## config.mk

```make
export PLATFORM = sky130hd
export DESIGN_NAME = mem_access_ctrl_flat
export DESIGN_NICKNAME = d
export VERILOG_FILES = /design/src/rtl/mem_access_ctrl_if.sv /design/src/rtl/mem_access_ctrl.sv /design/src/flat_wrapper.sv
export SDC_FILE = /design/constraint.sdc
export NUM_CORES = 1
export LEC_CHECK = 0
export ABC_CLOCK_PERIOD_IN_PS = 3300
export BUFFER_PORTS_ARGS = -buffer_cell sky130_fd_sc_hd__buf_4
export CAP_MARGIN = 40
export CORE_MARGIN = 4
export CORE_UTILIZATION = 48
export CTS_CLUSTER_SIZE = 16
export DETAILED_ROUTE_END_ITERATION = 16
export PLACE_DENSITY_LB_ADDON = 0.1
export SETUP_SLACK_MARGIN = 0.05
export SLEW_MARGIN = 20
export SYNTH_ARGS = -nofsm -noshare
export SYNTH_HDL_FRONTEND = slang
export SYNTH_SLANG_ARGS = --single-unit
```

## constraint.sdc

```tcl
create_clock -name clk -period 3.3 [get_ports clk]
set_input_delay 0.495 -clock clk [delete_from_list [all_inputs] [get_ports clk]]
set_output_delay 0.495 -clock clk [all_outputs]
set_load 0.005 [all_outputs]
```

## src/rtl/mem_access_ctrl_if.sv

```systemverilog
// mem_access_ctrl_if: CPU request/response handshake plus data-RAM port for mem_access_ctrl
interface mem_access_ctrl_if #(parameter int ADDR_W = 10);
    logic              req_valid;
    logic              req_ready;
    logic              req_we;
    logic [2:0]        req_op;
    logic [31:0]       req_addr;
    logic [31:0]       req_wdata;
    logic              resp_valid;
    logic [31:0]       resp_rdata;
    logic              resp_err;
    logic              ram_we;
    logic              ram_ld;
    logic [3:0]        ram_sel;
    logic [ADDR_W-1:0] ram_addr;
    logic [31:0]       ram_din;
    logic [31:0]       ram_dout;
    modport slave (
        input  req_valid, req_we, req_op, req_addr, req_wdata, ram_dout,
        output req_ready, resp_valid, resp_rdata, resp_err,
               ram_we, ram_ld, ram_sel, ram_addr, ram_din
    );
    modport master (
        output req_valid, req_we, req_op, req_addr, req_wdata, ram_dout,
        input  req_ready, resp_valid, resp_rdata, resp_err,
               ram_we, ram_ld, ram_sel, ram_addr, ram_din
    );
endinterface

```

## src/rtl/mem_access_ctrl.sv

```systemverilog
// mem_access_ctrl: byte/half/word load-store controller in front of a word-wide data RAM.
// Define MISALIGN_CHECK_EN to report misaligned H/W accesses as errors instead of aligning them down.
module mem_access_ctrl #(
    parameter int ADDR_W = 10
) (
    input logic               clk,
    input logic               rst,
    mem_access_ctrl_if.slave  bus
);
    typedef enum logic [1:0] {IDLE, ISSUE, RESP} state_t;
    state_t state, state_nxt;
    logic              we_q, err_q;
    logic [2:0]        op_q;
    logic [ADDR_W+1:0] addr_q, addr_al;
    logic [31:0]       wdata_q, rdata_q, lane, ext, din;
    logic [3:0]        sel;
    logic              accept, illegal, misalign, err_in;
    always_comb begin
        accept   = state == IDLE && bus.req_valid;
        illegal  = bus.req_we ? (bus.req_op[2] || bus.req_op[1:0] == 2'b11)
                              : (bus.req_op[1:0] == 2'b11 || bus.req_op == 3'b110);
`ifdef MISALIGN_CHECK_EN
        misalign = (bus.req_op[1:0] == 2'b01 && bus.req_addr[0]) ||
                   (bus.req_op[1:0] == 2'b10 && bus.req_addr[1:0] != 2'b00);
`else
        misalign = 1'b0;
`endif
        err_in   = illegal || misalign;
        // Without the misalignment check, H/W offsets are silently aligned down here
        addr_al  = {bus.req_addr[ADDR_W+1:2],
                    bus.req_op[1] ? 2'b00 : bus.req_op[0] ? {bus.req_addr[1], 1'b0} : bus.req_addr[1:0]};
        state_nxt = state == IDLE  ? (accept ? (err_in ? RESP : ISSUE) : IDLE) :
                    state == ISSUE ? RESP : IDLE;
        sel  = op_q[1] ? 4'b1111 : op_q[0] ? (addr_q[1] ? 4'b1100 : 4'b0011) : 4'b0001 << addr_q[1:0];
        din  = op_q[1] ? wdata_q : op_q[0] ? {2{wdata_q[15:0]}} : {4{wdata_q[7:0]}};
        lane = bus.ram_dout >> {addr_q[1:0], 3'b000};
        ext  = op_q[1] ? bus.ram_dout :
               op_q[0] ? {{16{~op_q[2] & lane[15]}}, lane[15:0]} : {{24{~op_q[2] & lane[7]}}, lane[7:0]};
        bus.req_ready  = state == IDLE;
        bus.resp_valid = state == RESP;
        bus.resp_err   = state == RESP && err_q;
        bus.resp_rdata = rdata_q;
        bus.ram_we     = state == ISSUE && we_q;
        bus.ram_ld     = state == ISSUE && !we_q;
        bus.ram_sel    = state == ISSUE ? sel : 4'b0000;
        bus.ram_addr   = addr_q[ADDR_W+1:2];
        bus.ram_din    = din;
    end
    always_ff @(posedge clk or posedge rst) begin
        if (rst) state <= IDLE;
        else     state <= state_nxt;
    end
    always_ff @(posedge clk or posedge rst) begin
        if (rst) begin
            we_q    <= 1'b0;
            err_q   <= 1'b0;
            op_q    <= 3'b000;
            addr_q  <= '0;
            wdata_q <= '0;
            rdata_q <= '0;
        end else if (accept) begin
            we_q    <= bus.req_we;
            err_q   <= err_in;
            op_q    <= bus.req_op;
            addr_q  <= addr_al;
            wdata_q <= bus.req_wdata;
            rdata_q <= '0;
        end else if (state == ISSUE && !we_q) begin
            rdata_q <= ext;
        end
    end
endmodule

```

## src/flat_wrapper.sv

```systemverilog
// flat-port wrapper written by rule: the top's interface ports become plain ports
module mem_access_ctrl_flat 
#(
    parameter int ADDR_W = 10
)
  (clk, rst, bus_req_valid, bus_req_we, bus_req_op, bus_req_addr, bus_req_wdata, bus_ram_dout, bus_req_ready, bus_resp_valid, bus_resp_rdata, bus_resp_err, bus_ram_we, bus_ram_ld, bus_ram_sel, bus_ram_addr, bus_ram_din);
  mem_access_ctrl_if #(.ADDR_W(ADDR_W)) bus_i ();
  input logic clk;
  input logic rst;
  input wire logic [$bits(bus_i.req_valid)-1:0] bus_req_valid;
  input wire logic [$bits(bus_i.req_we)-1:0] bus_req_we;
  input wire logic [$bits(bus_i.req_op)-1:0] bus_req_op;
  input wire logic [$bits(bus_i.req_addr)-1:0] bus_req_addr;
  input wire logic [$bits(bus_i.req_wdata)-1:0] bus_req_wdata;
  input wire logic [$bits(bus_i.ram_dout)-1:0] bus_ram_dout;
  output wire logic [$bits(bus_i.req_ready)-1:0] bus_req_ready;
  output wire logic [$bits(bus_i.resp_valid)-1:0] bus_resp_valid;
  output wire logic [$bits(bus_i.resp_rdata)-1:0] bus_resp_rdata;
  output wire logic [$bits(bus_i.resp_err)-1:0] bus_resp_err;
  output wire logic [$bits(bus_i.ram_we)-1:0] bus_ram_we;
  output wire logic [$bits(bus_i.ram_ld)-1:0] bus_ram_ld;
  output wire logic [$bits(bus_i.ram_sel)-1:0] bus_ram_sel;
  output wire logic [$bits(bus_i.ram_addr)-1:0] bus_ram_addr;
  output wire logic [$bits(bus_i.ram_din)-1:0] bus_ram_din;
  assign bus_i.req_valid = bus_req_valid;
  assign bus_i.req_we = bus_req_we;
  assign bus_i.req_op = bus_req_op;
  assign bus_i.req_addr = bus_req_addr;
  assign bus_i.req_wdata = bus_req_wdata;
  assign bus_i.ram_dout = bus_ram_dout;
  assign bus_req_ready = bus_i.req_ready;
  assign bus_resp_valid = bus_i.resp_valid;
  assign bus_resp_rdata = bus_i.resp_rdata;
  assign bus_resp_err = bus_i.resp_err;
  assign bus_ram_we = bus_i.ram_we;
  assign bus_ram_ld = bus_i.ram_ld;
  assign bus_ram_sel = bus_i.ram_sel;
  assign bus_ram_addr = bus_i.ram_addr;
  assign bus_ram_din = bus_i.ram_din;
  mem_access_ctrl #(.ADDR_W(ADDR_W)) u_core (.clk(clk), .rst(rst), .bus(bus_i));
endmodule
```

After elaboration in Yosys (flattened, before gate mapping)
Cells that the tools add are included.
{ "totals": {"register_bits": 83, "latch_bits": 0, "mem_bits_rw": 0, "mem_bits_ro": 0, "inputBits": 103, "elab_cells": 42, "mem_count": 0} }
{ "op_classes": {"n_addsub": 0, "mul": 0, "n_div": 0, "n_lt_le_gt_ge": 0, "n_eq_ne": 4, "shifts": 2, "mux": 17, "bitwise": 3, "reduce_logical": 9} }
{ "ops": {"columns": ["op", "n"], "rows": [
  ["$mux W32", 6],
  ["$shr A32 B5 Y16", 1],
  ["$mux W4", 4],
  ["$mux W2", 5],
  ["$eq A2 B2 Y1 const B", 2],
  ["$logic_and A1 B1 Y1", 4],
  ["$shl A1 B2 Y4 const A", 1],
  ["$eq A3 B3 Y1 const B", 1],
  ["$and A1 B1 Y1", 2],
  ["$eq A2 B1 Y1 const B", 1],
  ["$logic_not A2 Y1", 1],
  ["$logic_or A1 B1 Y1", 2],
  ["$mux W1", 2],
  ["$reduce_bool A2 Y1", 1],
  ["$logic_not A1 Y1", 1],
  ["$not A1 Y1", 1]
]} }

Logic depth before layout (Yosys ltp)
Gate-level depths: netlist (run 1).
{ "logic_depth": {"word_depth": 6, "mapped_depth": 7, "mapped_depth_nobuf": 4} }

Worst setup path after synthesis (run 1)
Ideal clock, no wire load.
{ "synth_path": {"path_type": "register to output", "start": "reg u_core.op_q[0]", "end": "out bus_ram_din[10]", "arrival_ns": 1.305, "required_time_ns": 2.805, "setup_slack_ns": 1.500, "path_stages_with_launch": 4, "path_cell_list": "dfrtp_1 buf_2 nor2_1 mux2_2"} }
{ "synth_between": {"elab_chain_cells": 2} }
{ "synth_rtl": {"columns": ["element", "line", "source"], "rows": [
  ["from (decl)", "mem_access_ctrl.sv:13", "logic [2:0] op_q;"],
  ["from (signal assigned)", "mem_access_ctrl.sv:64", "op_q <= bus.req_op;"],
  ["$mux W32 (2 in a row)", "mem_access_ctrl.sv:35", "din = op_q[1] ? wdata_q : op_q[0] ? {2{wdata_q[15:0]}} : {4{wdata_q[7:0]}};"],
  ["to (decl)", "flat_wrapper.sv:24", "output wire logic [$bits(bus_i.ram_din)-1:0] bus_ram_din;"]
]} }
Every way passes these cells.

Worst setup path in the final report (run 1)
{ "layout_path": {"start": "reg u_core.op_q[0]", "end": "out bus_ram_din[13]"} }
The elaborated chain is that of the path after synthesis.

==> results by group, run 1 <==
Outcome
  – Outcome: finished, final reports clean

STA
  – Slew Limit Fails: 0
  – Final Hold Fails: 0
  – Total negative slack: 0 ps
  – Slew HR: 0.4578
  – Min cycle time layout: between 2000 and 3000 ps
  – Period Utilization, post-route: 0.7881
  – RSZ-0062 raised after global routing: false
  – Worst Tran Pin Value: 813.3 ps
  – Achievable Freq: 384.5 MHz
  – Setup Skew: around 12 ps
  – Final setup fails: 0

Routing
  – Via count: 3489
  – Vias per cell: approximately 5.6
  – DR pass1 iterations: 4
  – DRT iter0 DRCs: about 170
  – Final ANT Viol Nets: 0
  – Post-route DRC violation count: 0
  – Final wirelength: between 10 and 15 mm
  – Average wire per standard cell: 18.68 um

Die
  – Core ar.: 0.008382 sq mm
  – Num rows: 33
  – Top Ports: 186
  – Die area: 0.01037 sq mm
  – Initial Util: 0.5044
  – Die Height: between 100 and 150 um
  – Die width: about 100 um

Global routing
  – Vias in the first global route: 3678
  – First-pass GRT wire length: between 15 and 20 mm
  – Gr usage total: 0.2314
  – Grt ovf: 0
  – Largest net degree at the start of global routing: 31
  – Initial antenna violation count: 0

Clock network
  – Worst skew pair latency: 350 ps
  – CTS sink cnt: 83
  – Num CTS Buffers: 9
  – CTS tree: done
  – CTS resizes: 0
  – Clk slew on worst S/H paths: approximately 90 ps
  – Post-cts hold buffer count: 0
  – H-Tree Depth: 3
  – Deepest clock path buffer count: 2
  – Post-CTS setup buffers: 0
  – CTS root buf: clkbuf_8

Logic synthesis
  – Ys flop type: dfrtp_1
  – Synth warn: 0
  – Synth area leader: dfrtp_1
  – Post-synth EDFFs: 0
  – Synth top cells by count: 83 x dfrtp_1, 69 x mux2_2, 29 x o21ai_0
  – Synth Instances: between 300 and 400
  – Yosys top cell area share: 0.4913
  – Synth Cell Area: around 0.0042 sq mm
  – Synth area leaders: dfrtp_1 49%, mux2_2 18%, a221o_1 5.4%, o21ai_0 3.4%, buf_4 3.2%
  – Sequential fraction of the synthesis area: 0.4913
  – Netlist cell types: 38
  – Ys async rst share: 1.000
  – Mapped Nets: between 400 and 500
  – Count leader, synth: dfrtp_1
  – Synth Register Bits: 83
  – Syn avg cell area: 11.65 sq um

Setup path
  – Setup CP Type: register to primary output
  – CP Launch Type: register
  – Buffers and inverters on the worst path: 1
  – Crit path max-delay cell type: nor2_1
  – Arr. time, crit path: 2110 ps
  – Worst path required time: between 2000 and 3000 ps
  – R2R setup slack: 1150 ps
  – Worst Setup End Kind: primary output
  – R2R Path Start: u_core.addr_q[0]$_DFFE_PP0P_
  – Cell family with most CP delay: simple AND/OR/NAND/NOR gates
  – Crit Path Max Fanout: 9
  – FF-to-FF End: u_core.bus.resp_rdata[13]$_DFFE_PP0P_
  – CP cell instances: nor2_1 -> mux2_2 -> buf_4
  – Crit-path max cell delay: approximately 670 ps
  – R2R depth: 5

Cells and area
  – Number of inserted diodes: 0
  – Area Growth Syn to Fin: 34.80%
  – Fin nets: between 600 and 700
  – Design Area, Final: 0.005699 sq mm
  – Layout cells sized above 1: 0.5301

Placement
  – Port Buffers: around 170
  – Detail Placement HPWL: around 8.5 mm
  – GPL Wtd Cong: roughly 0.79
  – Placed cell area: between 0.005 and 0.006 sq mm

Pwr
  – P per Cell Area: just over 600 mW/mm^2
  – Total Power: approximately 0.0035 W
  – Worst IR Drop VDD: ~330 uV
  – LEAKAGE: ~2.7 nW

Worst hold path
  – Min-Delay Path Class: input pin to asynchronous set/reset pin

Run
  – Maximum capacitance violations: 0
[placed cells by master (no fill, tap or decap), types with 10 or more instances in the layout]
cell type,count
clkbuf_8,12
a221o_1,23
dfrtp_1,83
mux2_2,69
nand2_1,22
o21ai_0,29
buf_4,175
nor2_1,13
mux2i_1,10
[power by group]
part           switching (W)  total, W  internal, W
Clock               0.000374  0.000787     0.000413
Sequential          0.000185   0.00142      0.00124
Combinational       0.000531   0.00128     0.000754
[worst reg2reg max path, stage by stage (launching register included)]
cell and delay, ps:
dfrtp_1 610, buf_8 230, mux2_2 370, a221oi_4 440
nor3_1 100, a221o_1 290
[state kept, by name, indices dropped and copies added, names as in the netlist]
register               count
u_core.op_q                3
u_core.addr_q             12
u_core.state               2
u_core.bus.resp_rdata     32
u_core.we_q                1
u_core.wdata_q            32
u_core.err_q               1
[cell families after synthesis]
| logic type | share of synthesized area |
|---|---|
| AO/OA/AOI/OAI | 0.1453 |
| buffers and inverters | 0.06688 |
| flip-flops | 0.4913 |
| multiplexers | 0.2128 |
| AND/OR/NAND/NOR | 0.08375 |
[worst max path at each step]
stage | slack, ps | start | cells after the start | endpoint
2_1_floorplan | 670 | rst | 1 | u_core.addr_q[0]$_DFFE_PP0P_
3_3_place_gp | 910 | u_core.addr_q[0]$_DFFE_PP0P_ | 4 | u_core.bus.resp_rdata[30]$_DFFE_PP0P_
3_5_place_dp | 840 | u_core.addr_q[0]$_DFFE_PP0P_ | 4 | u_core.bus.resp_rdata[16]$_DFFE_PP0P_
4_1_cts | 640 | u_core.op_q[0]$_DFFE_PP0P_ | 3 | bus_ram_din[13]
5_1_grt | 570 | u_core.op_q[0]$_DFFE_PP0P_ | 3 | bus_ram_din[13]
6_report | 700 | u_core.op_q[0]$_DFFE_PP0P_ | 3 | bus_ram_din[13]
[per-layer routing]
layer | wire [um] | GRT usage | up-vias | part of all wire
met1 | 4836 | 0.3124 | 1701 | 0.42
met2 | 5539 | 0.3727 | 145 | 0.48
met5 | 0 | 0 | - | 0
met3 | 947 | 0.05461 | 23 | 0.082
met4 | 259 | 0.07265 | 0 | 0.022
li1 | - | - | 1620 | -
[per-stage QoR]
stage          setup WS [ps]  cells  utilization  hold slack (ps)
3_3_place_gp           906.9    600       0.6471            467.0
2_1_floorplan          668.2    363            -            457.8
6_report               699.2    620       0.6800            142.4
3_5_place_dp           845.0    602       0.6513            472.4
4_1_cts                644.4    618       0.6768            149.3
5_1_grt                572.2    620       0.6800            171.2
[area by class of cell]
class | instances | area (sq um)
clock buffers | 13 | 168.9
clock inverters | 3 | 45.04
fillers | 646 | 2683
inverters | 7 | 27.53
multi-input cells | 230 | 1874
flip-flops and latches | 83 | 2077
well taps | 105 | 131.4
repair buffers | 179 | 1375
Note: power is estimated with default switching activity, not from simulation.
==> run 2: changes to the inputs <==
--- a/config.mk
+++ b/config.mk
@@ -5,11 +5,11 @@
 export SDC_FILE = /design/constraint.sdc
 export NUM_CORES = 1
 export LEC_CHECK = 0
-export ABC_CLOCK_PERIOD_IN_PS = 3300
+export ABC_CLOCK_PERIOD_IN_PS = 2230
 export BUFFER_PORTS_ARGS = -buffer_cell sky130_fd_sc_hd__buf_4
 export CAP_MARGIN = 40
 export CORE_MARGIN = 4
-export CORE_UTILIZATION = 48
+export CORE_UTILIZATION = 43
 export CTS_CLUSTER_SIZE = 16
 export DETAILED_ROUTE_END_ITERATION = 16
 export PLACE_DENSITY_LB_ADDON = 0.1
==> constraint.sdc (replaced) <==
create_clock -name clk -period 2.23 [get_ports clk]
set_input_delay 0.3345 -clock clk [delete_from_list [all_inputs] [get_ports clk]]
set_output_delay 0.3345 -clock clk [all_outputs]
set_load 0.005 [all_outputs]
==> run 2 against run 1 <==
Against the previous run: hold slack better by 65 ps; largest cell class unchanged; critical path type unchanged; combinational power is 49% higher; global-route usage is 3.7 points lower; register-to-register slack worse by 860 ps; clock-buffer cell count is 3 lower; routed wire length is 3.8% lower; worst setup slack worse by 500 ps; first-iteration DRC count is 41% lower; clock skew is 3.6 ps lower.
==> results by group, run 2 (same netlist as run 1, synthesis figures left out) <==
Routing
  – Vias per cell: 5.391
  – Final ANT Viol Nets: 0
  – Post-route DRC violation count: 0
  – DR pass1 iterations: 5
  – Via count: 3477
  – DRT iter0 DRCs: 99
  – Average wire per standard cell: approximately 17 um
  – Final wirelength: approximately 11 mm

Pwr
  – P per Cell Area: between 800 and 900 mW/mm^2
  – LEAKAGE: about 2.7 nW
  – Worst IR Drop VDD: approximately 530 uV
  – Total Power: approximately 0.005 W

Setup path
  – Worst path required time: approximately 1900 ps
  – Setup CP Type: register to primary output
  – Arr. time, crit path: approximately 1700 ps
  – Crit Path Max Fanout: 24
  – CP Depth: 3
  – Worst Setup End Kind: primary output
  – CP Launch Type: register
  – CP cell instances: buf_6 -> mux2_2 -> buf_4
  – Crit path max-delay cell type: dfrtp_1
  – Cell family with most CP delay: flip-flops
  – Buffers and inverters on the worst path: 2
  – Crit-path max cell delay: roughly 570 ps
  – R2R depth: 5

Clock network
  – Deepest clock path buffer count: 2
  – Clk slew on worst S/H paths: about 90 ps
  – Post-CTS setup buffers: 0
  – H-Tree Depth: 3
  – Num CTS Buffers: 9
  – Worst skew pair latency: 350 ps
  – CTS root buf: clkbuf_8
  – CTS sink cnt: slightly above 80
  – CTS tree: done

Die
  – Top Ports: approximately 190
  – Core ar.: between 0.009 and 0.01 sq mm
  – Initial Util: 0.4490
  – Die area: 0.01148 sq mm
  – Die Height: approximately 110 um
  – Die width: 107.2 um
  – Num rows: 35

Cells and area
  – Number of inserted diodes: 0
  – Non-filler cells, final: 645
  – Fin nets: between 600 and 700
  – Commonest non-fill, non-tap cell in the layout: buf_4
  – Commonest non-fill, non-tap cells in the layout: 174 x buf_4, 82 x dfrtp_1, 69 x mux2_2
  – Layout cells sized above 1: 0.5368
  – Area Growth Syn to Fin: 35.57%

Outcome
  – Outcome: finished, final reports clean

Global routing
  – First-pass GRT wire length: roughly 18 mm
  – Grt ovf: 0
  – Initial antenna violation count: 0
  – Gr usage total: 0.1940
  – Vias in the first global route: around 3500
  – Largest net degree at the start of global routing: 57

Placement
  – GPL Wtd Cong: just under 0.8
  – Placed Instances: 627
  – Port Buffers: approximately 170
  – Detail Placement HPWL: roughly 8.2 mm

Run
  – Maximum capacitance violations: 0

STA
  – Period Utilization, post-route: 0.9094
  – RSZ-0062 raised after global routing: false
  – Total negative slack: 0 ps
  – Final setup fails: 0
  – Slew HR: 0.6680
  – Achievable Freq: 493.1 MHz
  – Worst Tran Pin Value: 497.0 ps
  – Slew Limit Fails: 0
  – Min cycle time layout: 2028 ps
  – Final Hold Fails: 0
  – Setup Skew: ~8.4 ps

Worst hold path
  – Min-Delay Path Class: input pin to register
  – Hold depth: 2
run 2: worst paths after layout:
check	startpoint	endpoint	slack [ps]
min	bus_req_wdata[6]	u_core.wdata_q[6]$_DFFE_PP0P_	210
max	u_core.op_q[1]$_DFFE_PP0P_	bus_ram_din[20]	200
max reg2reg	u_core.addr_q[0]$_DFFE_PP0P_	u_core.bus.resp_rdata[12]$_DFFE_PP0P_	290
min in group asynchronous	rst	u_core.wdata_q[20]$_DFFE_PP0P_	450
min reg2reg	u_core.bus.resp_rdata[1]$_DFFE_PP0P_	u_core.bus.resp_rdata[1]$_DFFE_PP0P_	490
max in group asynchronous	rst	u_core.op_q[0]$_DFFE_PP0P_	1310
run 2: final cells by class:
type	count	area, sq um
fillers	809	3684
flip-flops and latches	83	2078
multi-input cells	230	1874
repair buffers	180	1399
well taps	129	161.4
clock buffers	10	137.6
clock inverters	6	46.29
inverters	7	35.03
run 2: power breakdown:
group	leakage [nW]	internal, W	switching, W
Combinational	1.56	0.00113	0.000780
Clock	0.0897	0.000446	0.000585
Sequential	1.04	0.00183	0.000262
Total	2.69	0.00341	0.00163
run 2: per-layer routing:
metal | part of all wire | vias up | GRT usage
met5 | 0 | - | 0
met4 | 0.013 | 0 | 0.06027
met3 | 0.074 | 13 | 0.04034
met2 | 0.48 | 130 | 0.3097
met1 | 0.43 | 1706 | 0.2650
li1 | - | 1628 | -
run 2: timing repair:
action	in CTS	in global routing
pin swaps	0	0
resized for setup	1	3
hold buffers	1	0
endpoints found under the hold margin	1	0
endpoints found under the setup margin	2	5
run 2: per-stage QoR:
stage | setup WS, ps | hold WS [ps] | area (sq um) | util
6_report | 202.0 | 207.5 | 5732 | 0.6088
5_1_grt | 87.48 | 189.2 | 5732 | 0.6088
4_1_cts | 101.2 | 192.6 | 5712 | 0.6066
3_5_place_dp | 194.7 | 239.5 | 5517 | 0.5859
3_3_place_gp | 226.4 | 240.9 | 5517 | 0.5859
2_1_floorplan | 572.7 | 451.3 | 4232 | -
==> run 3: changes to the inputs <==
--- a/config.mk
+++ b/config.mk
@@ -8,8 +8,10 @@
 export ABC_CLOCK_PERIOD_IN_PS = 2230
 export BUFFER_PORTS_ARGS = -buffer_cell sky130_fd_sc_hd__buf_4
 export CAP_MARGIN = 40
+export CELL_PAD_IN_SITES_DETAIL_PLACEMENT = 2
+export CELL_PAD_IN_SITES_GLOBAL_PLACEMENT = 2
 export CORE_MARGIN = 4
-export CORE_UTILIZATION = 43
+export CORE_UTILIZATION = 26
 export CTS_CLUSTER_SIZE = 16
 export DETAILED_ROUTE_END_ITERATION = 16
 export PLACE_DENSITY_LB_ADDON = 0.1
==> run 3 against run 2 <==
Against the previous run: worst setup slack worse by 7.9 ps; hold slack worse by 130 ps; clock-buffer cell count is 1 higher; highest routed layer unchanged; clock skew fell by 3.0 ps; critical path depth up 1; fmax shrank 0.39%; flip-flop and latch count is the same; final area rose by 4.4%; die area rose by 60%; sequential share of layout area down 1.6 points; largest cell class unchanged; largest power group unchanged; clock power increased by 50%; utilization shrank 23 points.
==> results by group, run 3 (same netlist as run 1, synthesis figures left out) <==
Clock network
  – Clk slew on worst S/H paths: roughly 60 ps
  – Post-cts hold buffer count: 0
  – Num CTS Buffers: 9
  – H-Tree Depth: 3
  – Worst skew pair latency: roughly 340 ps
  – Deepest clock path buffer count: 2
  – CTS sink cnt: 83
  – CTS root buf: clkbuf_16
  – CTS tree: done

Routing
  – Final wirelength: 14.88 mm
  – DR pass1 iterations: 4
  – Post-route DRC violation count: 0
  – Via count: 3577
  – Final ANT Viol Nets: 0
  – DRT iter0 DRCs: 150
  – Average wire per standard cell: 20.21 um
  – Vias per cell: slightly below 5

Cells and area
  – Reg area: approximately 0.0021 sq mm
  – Commonest non-fill, non-tap cell in the layout: buf_4
  – Fin nets: just over 600
  – Commonest non-fill, non-tap cells in the layout: 179 x buf_4, 83 x dfrtp_1, 69 x mux2_2
  – Non-filler cells, final: between 700 and 800
  – Footprint of the multi-input gates: ~0.0019 sq mm
  – Number of inserted diodes: 0
  – Area Growth Syn to Fin: 41.58%
  – Layout cells sized above 1: 0.5365
  – Filler instances: 1741

Die
  – Die width: 135.5 um
  – Top Ports: ~190
  – Initial Util: 0.2661
  – Core ar.: 0.01589 sq mm
  – Die Height: about 140 um
  – Die area: approximately 0.018 sq mm
  – Num rows: between 40 and 50

Setup path
  – Crit Path Max Fanout: 22
  – R2R setup slack: 220 ps
  – Worst path required time: roughly 1900 ps
  – FF-to-FF End: u_core.bus.resp_rdata[10]$_DFFE_PP0P_
  – R2R depth: 4
  – Arr. time, crit path: roughly 1700 ps
  – Worst Setup End Kind: primary output
  – R2R Path Start: u_core.addr_q[0]$_DFFE_PP0P_
  – CP Launch Type: register
  – Setup CP Type: register to primary output

Global routing
  – Initial antenna violation count: 0
  – Gr usage total: 0.1667
  – Grt ovf: 0
  – First-pass GRT wire length: roughly 24 mm
  – Largest net degree at the start of global routing: 36
  – Vias in the first global route: a little under 4000

STA
  – Final setup fails: 0
  – Worst Tran Pin Value: 694.8 ps
  – Total negative slack: 0 ps
  – Period Utilization, post-route: 0.9130
  – Setup Skew: 5.364 ps
  – RSZ-0062 raised after global routing: false
  – Final Hold Fails: 0
  – Min cycle time layout: between 2000 and 2500 ps
  – Slew Limit Fails: 0
  – Slew HR: 0.5358
  – Achievable Freq: roughly 490 MHz

Run
  – Maximum capacitance violations: 0

Placement
  – GPL Wtd Cong: 0.7900
  – Port Buffers: approximately 170
  – Detail Placement HPWL: around 11 mm
  – Placed Instances: about 700

Pwr
  – P per Cell Area: 949.3 mW/mm^2
  – LEAKAGE: 2.771 nW
  – Worst IR Drop VDD: between 300 and 400 uV

Outcome
  – Outcome: finished, final reports clean

Worst hold path
  – Min-Delay Path Class: input pin to asynchronous set/reset pin
-- run 3: cell count changes in the layout (fill, tap and decap cells not counted), moves of 3 or more --
cell,change
inv_6,-3
buf_4,+5
clkbuf_8,-9
clkbuf_16,+9
-- run 3: report_power, final --
group          internal, W  total, W  leakage, nW  switching (W)
Sequential         0.00184   0.00210         1.04       0.000262
Clock             0.000894   0.00154        0.145       0.000643
Combinational      0.00116   0.00205         1.59       0.000886
-- run 3: layout make-up --
cell class,instances,area share
Timing Repair Buffer,184,0.2398
Multi-Input combinational cell,230,0.3131
Clock buffer,11,0.04055
Clock inverter,5,0.008779
Inverter,7,0.005644
Tap cell,216,0.04515
Sequential cell,83,0.3470
-- run 3: worst max path at each step --
stage                                  from                                    end  slack (ps)  depth (start not counted)
5_1_grt          u_core.op_q[1]$_DFFE_PP0P_                        bus_ram_din[19]         110                          4
3_3_place_gp      u_core.state[1]$_DFF_PP0_  u_core.bus.resp_rdata[30]$_DFFE_PP0P_         200                          4
3_5_place_dp   u_core.addr_q[0]$_DFFE_PP0P_  u_core.bus.resp_rdata[10]$_DFFE_PP0P_         250                          5
2_1_floorplan  u_core.addr_q[0]$_DFFE_PP0P_  u_core.bus.resp_rdata[16]$_DFFE_PP0P_         570                          6
6_report         u_core.op_q[1]$_DFFE_PP0P_                        bus_ram_din[19]         190                          4
4_1_cts          u_core.op_q[0]$_DFFE_PP0P_                         bus_ram_sel[2]          50                          5
-- run 3: routing by layer --
metal	global-route usage	part of all wire
met5	0	0
met4	0.05767	0.016
met1	0.2190	0.45
met3	0.04235	0.058
met2	0.2680	0.48
-- run 3: per-stage QoR --
step	hold slack, ps	total power [W]	util	area, sq um	worst slack (ps)
global route	132.7	0.006053	0.3768	5986	105.7
finish	81.20	0.005682	0.3768	5986	194.1
floorplan	451.3	0.003169	-	4232	572.7
CTS	104.8	0.005788	0.3761	5974	54.79
detailed placement	476.7	0.004209	0.3575	5679	245.7
global placement	468.7	0.004129	0.3568	5668	198.6
-- run 3: worst max-delay path, cell delays in order (launching register included) --
cell	delay, ps
dfrtp_1	340
buf_4	200
buf_4	300
mux2_2	370
buf_4	130
-- run 3: timing repair --
item / 4_1_cts / 5_1_grt
gates resized for setup: 0 / 1
buffers inserted: 0 / 1
setup endpoints to repair: 0 / 2
